$ cat src/rtl/mux_rr_nto1.sv
// N-to-1 registered multiplexer with fixed-select or round-robin channel choice.
// Optional MUX_RR_XFER_CNT_EN adds a saturating 16-bit output transfer counter (xfer_cnt).
module mux_rr_nto1 #(
   parameter  int N  = 8,
   parameter  int W  = 8,
   localparam int SW = $clog2(N)
) (
   input  logic            clk,
   input  logic            rst_n,
   input  logic [N*W-1:0]  in_data,
   input  logic [N-1:0]    in_valid,
   output logic [N-1:0]    in_ready,
   input  logic            mode,
   input  logic [SW-1:0]   sel,
   output logic [W-1:0]    out_data,
   output logic            out_valid,
   input  logic            out_ready,
   output logic [SW-1:0]   out_chan
`ifdef MUX_RR_XFER_CNT_EN
   ,
   output logic [15:0]     xfer_cnt
`endif
);

   typedef enum logic {EMPTY, FULL} state_t;

   state_t          state, state_nxt;
   logic            load;
   logic            grant_vld;
   logic [SW-1:0]   grant_idx;
   logic [W-1:0]    grant_data;
   logic [SW-1:0]   ptr;
   logic [SW-1:0]   ptr_nxt;

   // The output register may refill in the same cycle it drains.
   assign load = ~out_valid | out_ready;

   always_comb begin
      int idx;
      grant_vld = 1'b0;
      grant_idx = '0;
      idx       = 0;
      if (rst_n && load) begin
         if (!mode) begin
            if (int'(sel) < N && in_valid[sel]) begin
               grant_vld = 1'b1;
               grant_idx = sel;
            end
         end else begin
            for (int i = 0; i < N; i++) begin
               idx = int'(ptr) + i;
               if (idx >= N) idx = idx - N;
               if (!grant_vld && in_valid[idx]) begin
                  grant_vld = 1'b1;
                  grant_idx = SW'(idx);
               end
            end
         end
      end
   end

   always_comb begin
      in_ready = '0;
      if (grant_vld) in_ready[grant_idx] = 1'b1;
   end

   assign grant_data = in_data[int'(grant_idx)*W +: W];
   assign ptr_nxt    = (grant_idx == SW'(N-1)) ? '0 : grant_idx + SW'(1);

   // NOTE: sequential state uses non-blocking assignments so every register samples pre-edge values.
   always_ff @(posedge clk or negedge rst_n) begin
      if (!rst_n) state <= EMPTY;
      else        state <= state_nxt;
   end

   always_comb begin
      state_nxt = state;
      if (grant_vld) state_nxt = FULL;
      else if (load) state_nxt = EMPTY;
   end

   always_comb begin
      out_valid = (state == FULL);
   end

   // NOTE: the data path is reset too, because out_data/out_chan must read zero during reset.
   always_ff @(posedge clk or negedge rst_n) begin
      if (!rst_n) begin
         out_data <= '0;
         out_chan <= '0;
         ptr      <= '0;
      end else if (grant_vld) begin
         out_data <= grant_data;
         out_chan <= grant_idx;
         if (mode) ptr <= ptr_nxt;
      end
   end

`ifdef MUX_RR_XFER_CNT_EN
   always_ff @(posedge clk or negedge rst_n) begin
      if (!rst_n)
         xfer_cnt <= '0;
      else if (out_valid && out_ready && xfer_cnt != 16'hFFFF)
         xfer_cnt <= xfer_cnt + 16'd1;
   end
`endif

endmodule

$ cat config.mk
export PLATFORM = sky130hd
export DESIGN_NAME = mux_rr_nto1
export DESIGN_NICKNAME = d
export VERILOG_FILES = /design/src/rtl/mux_rr_nto1.sv
export SDC_FILE = /design/constraint.sdc
export NUM_CORES = 1
export LEC_CHECK = 0
export BUFFER_PORTS_ARGS = -buffer_cell sky130_fd_sc_hd__buf_4
export CAP_MARGIN = 15
export CELL_PAD_IN_SITES_DETAIL_PLACEMENT = 1
export CELL_PAD_IN_SITES_GLOBAL_PLACEMENT = 1
export CORE_UTILIZATION = 33
export CTS_CLUSTER_DIAMETER = 100
export DETAILED_ROUTE_END_ITERATION = 6
export HOLD_SLACK_MARGIN = 0.03
export PLACE_DENSITY = 0.9
export SLEW_MARGIN = 20
export SYNTH_ARGS = -nofsm -noshare
export SYNTH_HDL_FRONTEND = slang
export SYNTH_SLANG_ARGS = --single-unit
$ cat constraint.sdc
create_clock -name clk -period 5.18 [get_ports clk]
set_input_delay 1.036 -clock clk [delete_from_list [all_inputs] [get_ports clk]]
set_output_delay 1.036 -clock clk [all_outputs]
set_load 0.03 [all_outputs]
==> impl_metrics.env <==
export IMPL_outcome="complete, no violations"
export IMPL_drtIter0Drc=184
export IMPL_comb_power_share_pct=82.6
export IMPL_critPathKind="register to output pin"
export IMPL_drtAntennaViolNets=0
export IMPL_fin_crit_ps=4900
export IMPL_syn_nets=334
export IMPL_power_internal_mw=0.847
export IMPL_clockBufferDepth=2
export IMPL_holdWs_ps=478
export IMPL_slew_violations=0
export IMPL_grt_pass1_wl_microns=13200
export IMPL_synth_cell_type_count=50
export IMPL_via_count=2580
export IMPL_worst_pin_slew_ps=529
export IMPL_coreArea_sq_um=6910
export IMPL_cts_clk_slew_worst_paths_ps=70
export IMPL_cp_end_kind="output pin"
export IMPL_worstPathRequired_ps=4140
export IMPL_powerDensity_nw_per_um2=525
export IMPL_ios=99
export IMPL_synth_cells=251
export IMPL_grt_pass1_vias=2655
export IMPL_cts_tree="done"
export IMPL_root_buffer="clkbuf_8"
export IMPL_power_frac_clock_pct=5.7
export IMPL_routed_wl_microns=8680
export IMPL_ys_ff_latch=15
export IMPL_cts_made_buffers=3
export IMPL_hold_buffers=0
export IMPL_fp_dieArea_sq_um=7620
export IMPL_grt_usage_pct=22.5
export IMPL_hold_viol_final=0
export IMPL_yosys_warnings=0
export IMPL_synthFlopType="dfrtp_1"
export IMPL_synth_edf_count=0
export IMPL_clock_sinks=15
export IMPL_syn_avg_cell_area_sq_um=9.57
export IMPL_htree_levels=1
export IMPL_die_x_microns=87.3
export IMPL_num_antenna_cells=0
export IMPL_clock_skew_ps=6.09
export IMPL_slew_headroom_pct=63.7
export IMPL_dr_pass1_iters=5
export IMPL_leakage_nw=1.56
export IMPL_clkLatencyLatePin_ps=260
export IMPL_num_rows=30
export IMPL_area_growth_pct=36.2
export IMPL_fp_dieH_microns=87.3
export IMPL_maxCapViolations=0
export IMPL_via_per_inst=5.89
export IMPL_start_kind="register"
export IMPL_syn_area_sq_um=2400
export IMPL_grt_max_degree=29
export IMPL_post_route_util_pct=47.4
export IMPL_seq_area_frac_synth_pct=15.6
export IMPL_crit_fanout=10
export IMPL_worstHoldPathType="register to register"
export IMPL_fmax_mhz=204
export IMPL_fin_crit_sh_pct=94.7
export IMPL_antenna_found_initial=0
export IMPL_routabilityCongestion=1.01
export IMPL_drc=0
export IMPL_nets=426
export IMPL_rsz0062_at_grt="false"
export IMPL_portBuffers=98
export IMPL_ir_drop_mv=0.239
export IMPL_p_sw_share_pct=50.7
export IMPL_async_reset_ff_share_pct=100
export IMPL_grt_ovfl_total=0
export IMPL_p_sw_mw=0.872
export IMPL_finalSetupViolCount=0
export IMPL_total_power_mw=1.72
export IMPL_start_util_pct=34.8
export IMPL_wire_per_inst_microns=19.8
export IMPL_cp_arrival_ps=3870
export IMPL_dp_hpwl_microns=6960
export IMPL_drive_above_1_share_pct=46.5
export IMPL_seq_power_share_pct=11.8
worst paths after layout:
path                              from  slack (ps)          end  cells past startpoint
setup / recovery                ptr[0]         280  in_ready[5]                     12
min in group asynchronous        rst_n         640    out_valid                      1
setup reg to reg                ptr[0]        1020  out_data[7]                     12
hold reg to reg            out_data[4]         480  out_data[4]                      2
hold / removal             out_data[4]         480  out_data[4]                      2
max in group asynchronous        rst_n        4340       ptr[1]                      1
cell type report:
cell class / instances / area (sq um)
clock buffer: 3 / 41.3
multi-input combinational: 207 / 1890
inverter: 9 / 33.8
timing repair buffer: 107 / 803
clock inverter: 1 / 5.00
tap: 96 / 120
fill: 827 / 3630
sequential: 15 / 375
state kept, by name, indices dropped and copies added, names as in the netlist:
register / count
out_data: 8
out_chan: 3
ptr: 3
out_valid: 1
layer usage:
layer,wire length (microns),track usage (%),vias to the layer above
met2,4650,40.6,97
li1,-,-,1160
met5,0,0,-
met3,449,4.45,31
met1,3320,26.7,1292
met4,261,6.86,0
logic make-up after synthesis:
family                   after synthesis  synth area share, %
buffers and inverters                 29                 6.30
multiplexers                          68                 42.2
AND/OR/NAND/NOR                       79                 16.4
XOR/XNOR                               2                0.729
adder cells (fa/ha/maj)                4                 2.08
flip-flops                            15                 15.6
AO/OA/AOI/OAI                         54                 16.7
critical path: stages (launching register included):
cell and delay, ps:
dfrtp_1 380, inv_2 120, ha_4 390, mux2_2 390, mux4_2 450, or3_4 360, a221oi_4 400, nand3_1 200
o21ai_1 170, o21ai_1 150, buf_4 190, nor3_1 210, buf_4 200
cell usage after synthesis, types with 3 or more instances:
cell type | number | share of area, %
ha_1 | 4 | 2.1
buf_2 | 4 | 0.83
mux4_2 | 25 | 23
clkbuf_1 | 10 | 1.6
nand2b_1 | 10 | 2.6
nor2b_1 | 6 | 1.6
inv_1 | 6 | 0.94
o21ai_1 | 7 | 1.5
a221oi_1 | 3 | 1.1
dfrtp_1 | 15 | 16
nand3_1 | 4 | 0.83
or3_1 | 5 | 1.3
nor2_1 | 10 | 1.6
a21oi_1 | 7 | 1.5
nand2_1 | 32 | 5.0
buf_6 | 4 | 1.9
mux2i_1 | 33 | 14
nor3_1 | 3 | 0.62
inv_2 | 3 | 0.47
a31oi_1 | 4 | 1.0
o21ai_0 | 6 | 1.3
mux2_2 | 8 | 3.8
o211ai_1 | 6 | 1.9
cell usage in the layout (no fill, tap or decap), types with 5 or more instances in the layout:
| master | netlist | layout |
|---|---|---|
| o21ai_0 | 6 | 6 |
| mux4_2 | 25 | 25 |
| buf_4 | 2 | 107 |
| mux2_2 | 8 | 8 |
| dfrtp_1 | 15 | 15 |
| nor2b_1 | 6 | 6 |
| nand2_1 | 32 | 32 |
| inv_1 | 6 | 6 |
| mux2i_1 | 33 | 33 |
| o211ai_1 | 6 | 6 |
| a21oi_1 | 7 | 7 |
| nand2b_1 | 10 | 10 |
| o21ai_1 | 7 | 7 |
| or3_1 | 5 | 5 |
| nor2_1 | 10 | 8 |
power groups by stage:
| stage | Combinational (mW) | Sequential, mW | Clock (mW) |
|---|---|---|---|
| after floorplan | 0.939 | 0.279 | 0 |
| after global placement | 1.30 | 0.199 | 0 |
| after detailed placement | 1.36 | 0.203 | 0 |
| after CTS | 1.37 | 0.201 | 0.102 |
| after global routing | 1.51 | 0.208 | 0.108 |
| final | 1.42 | 0.202 | 0.0975 |
metrics by stage:
stage	area (sq um)	TNS, ps	cells	setup slack (ps)
finish	3270	0	438	277
global route	3270	0	438	105
CTS	3260	0	438	36.7
detailed placement	3210	0	434	331
global placement	3210	0	434	423
floorplan	2410	-137	251	-68.3
timing repair:
action                     in CTS  in global routing
buffers inserted                0                  0
resized for setup               0                  2
setup endpoints to repair       0                  8
No activity file was read; power rests on OpenSTA's default activity.
